`config.mk`:
```
export PLATFORM = sky130hd
export DESIGN_NAME = lcd1602_face_update_unit
export DESIGN_NICKNAME = d
export VERILOG_FILES = /design/src/rtl/lcd1602_face_update_unit.sv
export SDC_FILE = /design/constraint.sdc
export NUM_CORES = 1
export LEC_CHECK = 0
export CAP_MARGIN = 20
export CORE_MARGIN = 4
export CORE_UTILIZATION = 52
export CTS_BUF_LIST = sky130_fd_sc_hd__clkbuf_8
export CTS_CLUSTER_DIAMETER = 200
export DETAILED_ROUTE_END_ITERATION = 8
export GPL_ROUTABILITY_DRIVEN = 1
export PLACE_DENSITY = 0.8
export SYNTH_ARGS = -nofsm -noshare
export SYNTH_HDL_FRONTEND = slang
export SYNTH_SLANG_ARGS = --single-unit
```
`constraint.sdc`:
```
create_clock -name clk -period 6.2 [get_ports clk]
set_input_delay 1.55 -clock clk [delete_from_list [all_inputs] [get_ports clk]]
set_output_delay 1.55 -clock clk [all_outputs]
set_load 0.03 [all_outputs]
```
`src/rtl/lcd1602_face_update_unit.sv`:
```
// rtl/lcd1602_face_update_unit.sv - pet-state change detector and 2x2 custom-face painter for a 16x2 LCD
`timescale 1ns/1ps
module lcd1602_face_update_unit #(
  parameter int MAX_VALUE = 5,
  parameter int NUM_FACES = 9,
  localparam int SW = $clog2(MAX_VALUE),
  localparam int FW = $clog2(NUM_FACES)
) (
  input  logic          clk,
  input  logic          reset,
  input  logic          clk_16ms,
  input  logic [FW-1:0] face,
  input  logic [SW-1:0] hunger,
  input  logic [SW-1:0] joy,
  input  logic [SW-1:0] energy,
  input  logic          update_ack,
  output logic          new_update,
  input  logic [FW-1:0] num_cust_char,
  input  logic          start_painting,
  output logic          lcd_available,
  output logic          rs,
  output logic          rw,
  output logic [7:0]    data
);

  typedef enum logic [1:0] {IDLE, LOAD, PLACE} state_t;

  state_t        state, state_n;
  logic [5:0]    cnt, cnt_n;
  logic [FW-1:0] face_q, face_n;
  logic          rs_n, avail_n;
  logic [7:0]    data_n;
  logic          clk_16ms_q;
  logic          tick;

  logic [FW-1:0] snap_face;
  logic [SW-1:0] snap_hunger, snap_joy, snap_energy;
  logic          differs;

  assign rw   = 1'b0;
  assign tick = clk_16ms & ~clk_16ms_q;

  // Eye row of the top-left glyph; the outline pixel sits in bit 4.
  function automatic logic [4:0] eye_row(input logic [FW-1:0] f);
    case (32'(f))
      0:       eye_row = 5'b11011;
      1:       eye_row = 5'b10100;
      2:       eye_row = 5'b11110;
      3:       eye_row = 5'b10010;
      4:       eye_row = 5'b10110;
      5:       eye_row = 5'b11010;
      6:       eye_row = 5'b10101;
      7:       eye_row = 5'b10011;
      8:       eye_row = 5'b10001;
      default: eye_row = 5'b10000;
    endcase
  endfunction

  // Mouth row of the bottom-left glyph.
  function automatic logic [4:0] mouth_row(input logic [FW-1:0] f);
    case (32'(f))
      0:       mouth_row = 5'b10011;
      1:       mouth_row = 5'b10001;
      2:       mouth_row = 5'b10111;
      3:       mouth_row = 5'b10010;
      4:       mouth_row = 5'b10100;
      5:       mouth_row = 5'b11011;
      6:       mouth_row = 5'b10110;
      7:       mouth_row = 5'b10001;
      8:       mouth_row = 5'b10101;
      default: mouth_row = 5'b10000;
    endcase
  endfunction

  function automatic logic [4:0] mirror(input logic [4:0] v);
    for (int i = 0; i < 5; i++) mirror[i] = v[4-i];
  endfunction

  // Face ROM: idx = glyph*8 + row; right-hand glyphs are mirrors of the left ones.
  function automatic logic [4:0] face_row(input logic [FW-1:0] f, input logic [4:0] idx);
    logic [4:0] left;
    if (!idx[4]) begin
      case (idx[2:0])
        3'd0:    left = 5'b00011;
        3'd1:    left = 5'b00100;
        3'd2:    left = 5'b01000;
        3'd3:    left = eye_row(f);
        3'd4:    left = eye_row(f);
        default: left = 5'b10000;
      endcase
    end else begin
      case (idx[2:0])
        3'd2:    left = mouth_row(f);
        3'd4:    left = 5'b01000;
        3'd5:    left = 5'b00100;
        3'd6:    left = 5'b00011;
        3'd7:    left = 5'b00000;
        default: left = 5'b10000;
      endcase
    end
    face_row = idx[3] ? mirror(left) : left;
  endfunction

  assign differs = (face != snap_face) || (hunger != snap_hunger) ||
                   (joy != snap_joy) || (energy != snap_energy);

  // Snapshot of the last acknowledged state and the sticky change flag; ack beats a same-cycle change.
  always_ff @(posedge clk) begin
    if (!reset) begin
      snap_face   <= '0;
      snap_hunger <= SW'(MAX_VALUE);
      snap_joy    <= SW'(MAX_VALUE);
      snap_energy <= SW'(MAX_VALUE);
      new_update  <= 1'b0;
    end else if (update_ack) begin
      snap_face   <= face;
      snap_hunger <= hunger;
      snap_joy    <= joy;
      snap_energy <= energy;
      new_update  <= 1'b0;
    end else if (differs) begin
      new_update  <= 1'b1;
    end
  end

  // Painter state register, LCD bus outputs and slow-strobe edge history.
  always_ff @(posedge clk) begin
    if (!reset) begin
      state         <= IDLE;
      cnt           <= '0;
      face_q        <= '0;
      rs            <= 1'b0;
      data          <= 8'h00;
      lcd_available <= 1'b1;
      clk_16ms_q    <= clk_16ms;
    end else begin
      state         <= state_n;
      cnt           <= cnt_n;
      face_q        <= face_n;
      rs            <= rs_n;
      data          <= data_n;
      lcd_available <= avail_n;
      clk_16ms_q    <= clk_16ms;
    end
  end

  // Next write on each strobe tick: CGRAM address, 32 glyph rows, 6 placement writes, then release.
  always_comb begin
    state_n = state;
    cnt_n   = cnt;
    face_n  = face_q;
    rs_n    = rs;
    data_n  = data;
    avail_n = lcd_available;
    if (tick) begin
      case (state)
        IDLE: begin
          if (start_painting) begin
            face_n  = (32'(num_cust_char) >= NUM_FACES) ? '0 : num_cust_char;
            rs_n    = 1'b0;
            data_n  = 8'h40;
            avail_n = 1'b0;
            cnt_n   = '0;
            state_n = LOAD;
          end
        end
        LOAD: begin
          rs_n   = 1'b1;
          data_n = {3'b000, face_row(face_q, cnt[4:0])};
          if (cnt == 6'd31) begin
            cnt_n   = '0;
            state_n = PLACE;
          end else begin
            cnt_n = cnt + 6'd1;
          end
        end
        PLACE: begin
          cnt_n = cnt + 6'd1;
          case (cnt)
            6'd0:    begin rs_n = 1'b0; data_n = 8'h81; end
            6'd1:    begin rs_n = 1'b1; data_n = 8'h00; end
            6'd2:    begin rs_n = 1'b1; data_n = 8'h01; end
            6'd3:    begin rs_n = 1'b0; data_n = 8'hC1; end
            6'd4:    begin rs_n = 1'b1; data_n = 8'h02; end
            6'd5:    begin rs_n = 1'b1; data_n = 8'h03; end
            default: begin
              rs_n    = 1'b0;
              data_n  = 8'h00;
              avail_n = 1'b1;
              cnt_n   = '0;
              state_n = IDLE;
            end
          endcase
        end
        default: state_n = IDLE;
      endcase
    end
  end

endmodule

```
==> summary.json, run 1 <==
{
  "number_of_flops_mapped_to_enable_cells_by_yosys": {"value": 0},
  "worst_path_max_delay_cell": {"value": "sky130_fd_sc_hd__nor3_1"},
  "area_of_the_die": {"value": 5980, "unit": "um^2"},
  "num_antenna_cells": {"value": 0},
  "place.gp.congestion": {"value": 0.798},
  "yosys.area.top_type": {"value": "sky130_fd_sc_hd__dfxtp_1"},
  "outcome": {"value": "finished clean"},
  "core.rowCount": {"value": 24},
  "grt_pass1_wl": {"value": 8.83, "unit": "mm"},
  "synth_cell_types": {"value": 64},
  "num-nets-final": {"value": 337},
  "starting_density": {"value": 0.555},
  "worst_setup_skew_after_layout": {"value": 0.00499, "unit": "ns"},
  "setup.reg_to_reg.worst_slack": {"value": 3.78, "unit": "ns"},
  "drt_first_iter_violations": {"value": 188},
  "rr_startpoint": {"value": "state[0]$_SDFFE_PN0P_"},
  "number_of_warnings_issued_by_yosys": {"value": 0},
  "htreeDepth": {"value": 2},
  "multi_input_comb_area": {"value": 1460, "unit": "um^2"},
  "final_core_utilization": {"value": 0.643},
  "met1_length": {"value": 2.53, "unit": "mm"},
  "dr.pass1.iters": {"value": 4},
  "finalHoldViolations": {"value": 0},
  "mostFrequentLayoutCell": {"value": "sky130_fd_sc_hd__dfxtp_1"},
  "drive_above_1_share": {"value": 0.0594},
  "clk_latency": {"value": 0.30, "unit": "ns"},
  "dr_total_vias": {"value": 2108},
  "critical_path.reg2reg.endpoint": {"value": "lcd_available$_SDFFE_PN1P_"},
  "cts_setup_buffers": {"value": 0},
  "hold_buffers": {"value": 0},
  "critPathRequiredTime": {"value": 6.42, "unit": "ns"},
  "synth.area.top_cells": {"value": "sky130_fd_sc_hd__dfxtp_1 35%, sky130_fd_sc_hd__mux2i_1 8.0%, sky130_fd_sc_hd__ha_1 6.5%"},
  "numCtsBuffers": {"value": 5},
  "die_width": {"value": 77.3, "unit": "um"},
  "i_o_pin_count": {"value": 34},
  "port-buffer-count": {"value": 31},
  "areaGrowthSynthToFinish": {"value": 15.8, "unit": "%"},
  "worst_r2r_path_depth": {"value": 6},
  "grt_max_degree": {"value": 25},
  "setup.worst_path.start_class": {"value": "input port"},
  "met3RoutedLength": {"value": 226, "unit": "um"},
  "timing.critical_path.buf_inv": {"value": 1},
  "synth-seq-cells": {"value": 44},
  "clk_pin_slew_worst_setup_hold_paths": {"value": 0.08, "unit": "ns"},
  "timing.critical_path.to_type": {"value": "flip-flop"},
  "share_seq_of_total_power": {"value": 0.512},
  "avgViaCountPerCell": {"value": 5.94},
  "finalSetupTns": {"value": 0, "unit": "ns"},
  "critPathArrivalTime": {"value": 3.58, "unit": "ns"},
  "worstMarginPinSlew": {"value": 1.03, "unit": "ns"},
  "cts_resized": {"value": 0},
  "drt.antenna.violating_nets": {"value": 0},
  "antenna_found_initial": {"value": 0},
  "internal_power": {"value": 0.443, "unit": "mW"},
  "synthesis.area": {"value": 2500, "unit": "um^2"},
  "critical_path.endpoint": {"value": "data[2]$_SDFFE_PN0P_"},
  "final_min_period_over_clock_period": {"value": 0.542},
  "worst_ir_drop_vdd": {"value": 0.000140, "unit": "V"},
  "path_max_fanout": {"value": 9},
  "timing_worst_setup_path_type": {"value": "input port to flip-flop"},
  "sequential_cell_area": {"value": 881, "unit": "um^2"},
  "synth_area_per_cell": {"value": 8.83, "unit": "um^2"},
  "grt_setup_unrepaired": {"value": "no"},
  "timing.critical_path.from": {"value": "clk_16ms"},
  "highest_attainable_clock_frequency": {"value": 0.298, "unit": "GHz"},
  "detail_route.wl_per_cell": {"value": 15.1, "unit": "um"},
  "core_area": {"value": 4500, "unit": "um^2"},
  "commonest_cells_after_routing_fill_and_taps_aside": {"value": "44 x sky130_fd_sc_hd__dfxtp_1, 31 x sky130_fd_sc_hd__clkdlybuf4s50_1, 27 x sky130_fd_sc_hd__nand2_1, 20 x sky130_fd_sc_hd__mux2i_1, 18 x sky130_fd_sc_hd__nor2_1"},
  "hold_path.class": {"value": "flip-flop to flip-flop"},
  "fp.dieH": {"value": 77.3, "unit": "um"},
  "cap_viol_max_count": {"value": 0},
  "slew_headroom": {"value": 0.305},
  "cts-root-to-sink-buffers": {"value": 2},
  "placed_cells": {"value": 347},
  "timing.final.max_slew_violations": {"value": 0},
  "final-setup-viol-count": {"value": 0},
  "dpl.hpwl": {"value": 3.75, "unit": "mm"},
  "post_synth_inst_count": {"value": 283},
  "hold_slack": {"value": 0.461, "unit": "ns"},
  "synth_sequential_area_ratio": {"value": 0.352},
  "power.total": {"value": 0.580, "unit": "mW"},
  "crit_path_cell_trace": {"value": "clkdlybuf4s50_1, nand2b_1, nor3_1, o311ai_0, a21oi_1"},
  "timing.critical_path.max_delay_family": {"value": "simple AND/OR/NAND/NOR gates"},
  "synthDominantCellAreaShare": {"value": 0.352},
  "sw_frac_of_total": {"value": 0.237},
  "maxUsedRoutingLayer": {"value": "met4"},
  "finalWorstPathRequiredPeriod": {"value": 3.36, "unit": "ns"},
  "power_density": {"value": 200, "unit": "nW/um^2"},
  "synth_ff_type": {"value": "sky130_fd_sc_hd__dfxtp_1"},
  "final_cells": {"value": 355},
  "leakage_component_of_the_power": {"value": 1.16, "unit": "nW"},
  "drt_drc_violations_left": {"value": 0},
  "postSynth.asyncResetShare": {"value": 0},
  "power.share.combinational": {"value": 0.119},
  "crit_cells": {"value": 5},
  "worst_path_largest_cell_delay": {"value": 0.87, "unit": "ns"},
  "nFillCells": {"value": 398},
  "cts.sink_count": {"value": 44},
  "met2_wirelength": {"value": 2.54, "unit": "mm"},
  "grt_pass1_vias": {"value": 1975},
  "gr-usage-all-layers": {"value": 0.178},
  "cts-root-buf": {"value": "sky130_fd_sc_hd__clkbuf_8"},
  "power.share.clock": {"value": 0.368},
  "clock_tree_from_tritoncts": {"value": "done"},
  "hold_start": {"value": "data[7]$_SDFFE_PN0P_"},
  "globalRouteOverflowTotal": {"value": 0},
  "net-switching-power": {"value": 0.138, "unit": "mW"},
  "postRouteWirelength": {"value": 5.35, "unit": "mm"}
}
[worst reg2reg max path: stages (launching register included)]
cell and delay (ns):
sky130_fd_sc_hd__dfxtp_1 0.35, sky130_fd_sc_hd__inv_1 0.11, sky130_fd_sc_hd__ha_1 0.20, sky130_fd_sc_hd__nor4b_2 0.40, sky130_fd_sc_hd__a21boi_1 0.74, sky130_fd_sc_hd__nor3_1 0.15, sky130_fd_sc_hd__a221o_1 0.37
[synth_stat cells, types with 4 or more instances]
library cell,n
sky130_fd_sc_hd__xor2_1,9
sky130_fd_sc_hd__o2111ai_1,6
sky130_fd_sc_hd__mux2i_1,20
sky130_fd_sc_hd__nor3_1,5
sky130_fd_sc_hd__o31ai_1,4
sky130_fd_sc_hd__nor4_1,5
sky130_fd_sc_hd__xnor2_1,4
sky130_fd_sc_hd__buf_2,4
sky130_fd_sc_hd__nand3_1,5
sky130_fd_sc_hd__ha_1,13
sky130_fd_sc_hd__clkbuf_1,13
sky130_fd_sc_hd__inv_1,15
sky130_fd_sc_hd__nand2b_1,6
sky130_fd_sc_hd__nor2b_1,4
sky130_fd_sc_hd__nor2_1,18
sky130_fd_sc_hd__nand2_1,27
sky130_fd_sc_hd__dfxtp_1,44
sky130_fd_sc_hd__a21oi_1,11
[logic make-up (layout without fill, tap and decap cells)]
group	Yosys count	after routing	share of synthesized area
compound gates	63	63	0.192
xor+xnor	13	13	0.0455
fa+ha+maj	13	13	0.0651
buf+inv	37	56	0.0636
flops	44	44	0.352
mux	22	22	0.0891
other cells	1	2	0.00150
simple gates	90	90	0.191
[through the flow]
stage	instance area, um^2	worst slack (ns)
2_1_floorplan	2500	3.31
3_3_place_gp	2790	2.58
3_5_place_dp	2790	2.54
4_1_cts	2900	2.84
5_1_grt	2900	2.66
6_report	2900	2.84
[routing by layer]
layer / track usage / vias to the layer above
met5: 0 / -
met4: 0.0534 / 0
met3: 0.0370 / 8
met2: 0.304 / 48
met1: 0.226 / 991
li1: - / 1061
[worst min-delay path by stage]
stage / end / slack [ns] / depth (start not counted)
floorplan: snap_energy[0]$_SDFFE_PN1P_ / 0.46 / 2
global placement: data[7]$_SDFFE_PN0P_ / 0.44 / 2
detailed placement: data[7]$_SDFFE_PN0P_ / 0.46 / 2
CTS: data[7]$_SDFFE_PN0P_ / 0.47 / 2
global route: data[7]$_SDFFE_PN0P_ / 0.50 / 2
finish: data[7]$_SDFFE_PN0P_ / 0.46 / 2
[cell type report]
cell class | instances | share of cell area
Timing Repair Buffer | 32 | 0.110
Inverter | 16 | 0.0207
Multi-Input combinational cell | 203 | 0.506
Clock buffer | 5 | 0.0238
Clock inverter | 3 | 0.0134
Sequential cell | 44 | 0.304
Tap cell | 52 | 0.0225
[power groups by stage]
stage               clock (mW)  sequential [mW]  combinational [mW]
floorplan                    0            0.305              0.0422
global placement             0            0.304              0.0678
detailed placement           0            0.304              0.0688
CTS                      0.218            0.297              0.0692
global route             0.229            0.298              0.0757
finish                   0.214            0.297              0.0692
Power figures use the tool's default switching activity.
==> run 2: changes to the inputs <==
==> constraint.sdc (replaced) <==
create_clock -name clk -period 3.3 [get_ports clk]
set_input_delay 0.825 -clock clk [delete_from_list [all_inputs] [get_ports clk]]
set_output_delay 0.825 -clock clk [all_outputs]
set_load 0.03 [all_outputs]
==> run 2 against run 1 <==
Cell count increased by 0.85%. Die area unchanged. Hold slack got worse by 0.0017 ns. Register-to-register slack got worse by 2.8 ns. Sequential power up 88%. First-iteration DRC count decreased by 27%. Wire length is 0.15% higher.
==> summary.json, run 2 (same netlist as run 1, synthesis figures left out) <==
{
  "final.setup.worst_slack": {"value": 0.788, "unit": "ns", "change": "-2.05 ns"},
  "worstMarginPinSlew": {"value": 0.868, "unit": "ns", "change": "-0.166 ns"},
  "timing.final.max_slew_violations": {"value": 0, "change": "unchanged"},
  "clk_latency": {"value": 0.31, "unit": "ns", "change": "about the same"},
  "globalRoute.busiestLayer": {"value": "met2"},
  "power_density": {"value": 387, "unit": "nW/um^2", "change": "+93%"},
  "global_route.usage.met1": {"value": 0.223, "change": "-0.00336"},
  "clk_pin_slew_worst_setup_hold_paths": {"value": 0.09, "unit": "ns", "change": "about the same"},
  "die_width": {"value": 77.3, "unit": "um", "change": "unchanged"},
  "drive_above_1_share": {"value": 0.0719, "change": "+0.0125"},
  "avgViaCountPerCell": {"value": 5.84, "change": "-1.7%"},
  "cts-root-to-sink-buffers": {"value": 2, "change": "unchanged"},
  "detail_route.wl_per_cell": {"value": 15.0, "unit": "um", "change": "-0.69%"},
  "highest_attainable_clock_frequency": {"value": 0.398, "unit": "GHz"},
  "core.rowCount": {"value": 24, "change": "unchanged"},
  "postRouteWirelength": {"value": 5.36, "unit": "mm", "change": "+0.15%"},
  "setup.worst_path.start_class": {"value": "input port"},
  "timing.critical_path.to_type": {"value": "flip-flop"},
  "fp.dieH": {"value": 77.3, "unit": "um", "change": "unchanged"},
  "post-place-ws": {"value": 0.458, "unit": "ns", "change": "-2.08 ns"},
  "starting_density": {"value": 0.555, "change": "unchanged"},
  "path_max_fanout": {"value": 8, "change": "-1"},
  "nFillCells": {"value": 388, "change": "-2.5%"},
  "gr-usage-all-layers": {"value": 0.187, "change": "+0.00866"},
  "numCtsBuffers": {"value": 5, "change": "unchanged"},
  "worst_ir_drop_vdd": {"value": 0.000372, "unit": "V", "change": "+170%"},
  "dpl.hpwl": {"value": 3.87, "unit": "mm", "change": "+3.2%"},
  "globalRouteOverflowTotal": {"value": 0, "change": "unchanged"},
  "finalSetupTns": {"value": 0, "unit": "ns", "change": "unchanged"},
  "port-buffer-count": {"value": 31, "change": "unchanged"},
  "i_o_pin_count": {"value": 34, "change": "unchanged"},
  "drt_first_iter_violations": {"value": 137, "change": "-27%"},
  "cap_viol_max_count": {"value": 0, "change": "unchanged"},
  "dr.pass1.iters": {"value": 4, "change": "unchanged"},
  "hold_path.class": {"value": "flip-flop to flip-flop"},
  "areaGrowthSynthToFinish": {"value": 17.3, "unit": "%"},
  "leakage_component_of_the_power": {"value": 1.18, "unit": "nW", "change": "+1.4%"},
  "outcome": {"value": "finished clean"},
  "cts.sink_count": {"value": 44, "change": "unchanged"},
  "worst_setup_skew_after_layout": {"value": 0.0133, "unit": "ns", "change": "+0.00830 ns"},
  "clock_tree_from_tritoncts": {"value": "done"},
  "timing_worst_setup_path_type": {"value": "input port to flip-flop"},
  "critPathRequiredTime": {"value": 3.49, "unit": "ns", "change": "-2.93 ns"},
  "drt_drc_violations_left": {"value": 0, "change": "unchanged"},
  "slew_headroom": {"value": 0.420, "change": "+0.115"},
  "timing.critical_path.max_delay_family": {"value": "buffers and inverters"},
  "crit_path_cell_trace": {"value": "clkdlybuf4s50_1, nand4b_2, mux2_2, nand2_1, inv_1, ha_1, a2bb2oi_1, nor2_1"},
  "cts_setup_buffers": {"value": 0, "change": "unchanged"},
  "hold_buffers": {"value": 0, "change": "unchanged"},
  "finalWorstPathRequiredPeriod": {"value": 2.51, "unit": "ns"},
  "worst_path_max_delay_cell": {"value": "sky130_fd_sc_hd__clkdlybuf4s50_1"},
  "use_met2": {"value": 0.324, "change": "+0.0199"},
  "commonest_cells_after_routing_fill_and_taps_aside": {"value": "44 x sky130_fd_sc_hd__dfxtp_1, 31 x sky130_fd_sc_hd__clkdlybuf4s50_1, 27 x sky130_fd_sc_hd__nand2_1, 20 x sky130_fd_sc_hd__mux2i_1, 18 x sky130_fd_sc_hd__nor2_1"},
  "critPathArrivalTime": {"value": 2.70, "unit": "ns", "change": "-0.88 ns"},
  "timing.critical_path.buf_inv": {"value": 2, "change": "+1"},
  "final-setup-viol-count": {"value": 0, "change": "unchanged"},
  "placed_cells": {"value": 350, "change": "+0.86%"},
  "area_of_the_die": {"value": 5980, "unit": "um^2", "change": "unchanged"},
  "cts_resized": {"value": 0, "change": "unchanged"},
  "antenna_found_initial": {"value": 0, "change": "unchanged"},
  "drt.antenna.violating_nets": {"value": 0, "change": "unchanged"},
  "mostFrequentLayoutCell": {"value": "sky130_fd_sc_hd__dfxtp_1"},
  "grt_max_degree": {"value": 24, "change": "-4.0%"},
  "grt_pass1_vias": {"value": 2014, "change": "+2.0%"},
  "htreeDepth": {"value": 2, "change": "unchanged"},
  "use_met3": {"value": 0.0405, "change": "+0.00347"},
  "core_area": {"value": 4500, "unit": "um^2", "change": "unchanged"},
  "final_core_utilization": {"value": 0.651, "change": "+0.00806"},
  "num-nets-final": {"value": 340, "change": "+0.89%"},
  "final_min_period_over_clock_period": {"value": 0.761},
  "dr_total_vias": {"value": 2090, "change": "-0.85%"},
  "place.gp.congestion": {"value": 0.792, "change": "-0.69%"},
  "grt_pass1_wl": {"value": 9.11, "unit": "mm", "change": "+3.3%"},
  "finalHoldViolations": {"value": 0, "change": "unchanged"},
  "num_antenna_cells": {"value": 0, "change": "unchanged"},
  "final_cells": {"value": 358, "change": "+0.85%"},
  "cts-root-buf": {"value": "sky130_fd_sc_hd__clkbuf_8"},
  "worst_path_largest_cell_delay": {"value": 0.51, "unit": "ns", "change": "-0.36 ns"},
  "grt_setup_unrepaired": {"value": "no"}
}
## run 2: cell count changes in the layout (fill, tap and decap cells not counted), sizes merged
cell    change
buf         +3
clkbuf      +1
inv         -1
## run 2: worst reg2reg max path, stage by stage (launching register included)
cell,delay [ns]
sky130_fd_sc_hd__dfxtp_1,0.34
sky130_fd_sc_hd__inv_1,0.12
sky130_fd_sc_hd__ha_1,0.21
sky130_fd_sc_hd__nor4b_2,0.34
sky130_fd_sc_hd__a21boi_1,0.77
sky130_fd_sc_hd__nor3_1,0.14
sky130_fd_sc_hd__a221o_1,0.37
## run 2: area by class of cell
| type | instances | area, um^2 | share of cell area |
|---|---|---|---|
| Clock buffer | 6 | 82.6 | 0.0282 |
| Clock inverter | 2 | 38.8 | 0.0132 |
| Inverter | 16 | 60.1 | 0.0205 |
| Multi-Input combinational cell | 203 | 1460 | 0.499 |
| Sequential cell | 44 | 881 | 0.300 |
| Tap cell | 52 | 65.1 | 0.0222 |
| Timing Repair Buffer | 35 | 340 | 0.116 |
## run 2: final timing paths
kind	cells past startpoint	end	slack, ns	start
worst min-delay path	2	data[7]$_SDFFE_PN0P_	0.46	data[7]$_SDFFE_PN0P_
worst max register to register	6	lcd_available$_SDFFE_PN1P_	0.93	state[0]$_SDFFE_PN0P_
worst max-delay path	8	flip-flop	0.79	clk_16ms
worst min register to register	2	data[7]$_SDFFE_PN0P_	0.46	data[7]$_SDFFE_PN0P_
## run 2: where the power goes
group | switching [mW] | leakage, nW | internal (mW)
registers | 0.0104 | 0.359 | 0.548
logic | 0.0694 | 0.760 | 0.0637
clock network | 0.196 | 0.0614 | 0.248
## run 2: layer usage
| metal | routed length, um | vias to the layer above |
|---|---|---|
| li1 | - | 1064 |
| met1 | 2470 | 970 |
| met2 | 2570 | 47 |
| met3 | 228 | 9 |
| met4 | 87 | 0 |
| met5 | 0 | - |
## run 2: per-stage QoR
step	cell area, um^2	hold slack [ns]	total power, mW
2_1_floorplan	2500	0.462	0.653
3_3_place_gp	2810	0.446	0.701
3_5_place_dp	2810	0.449	0.704
4_1_cts	2930	0.462	1.15
5_1_grt	2930	0.497	1.18
6_report	2930	0.459	1.14
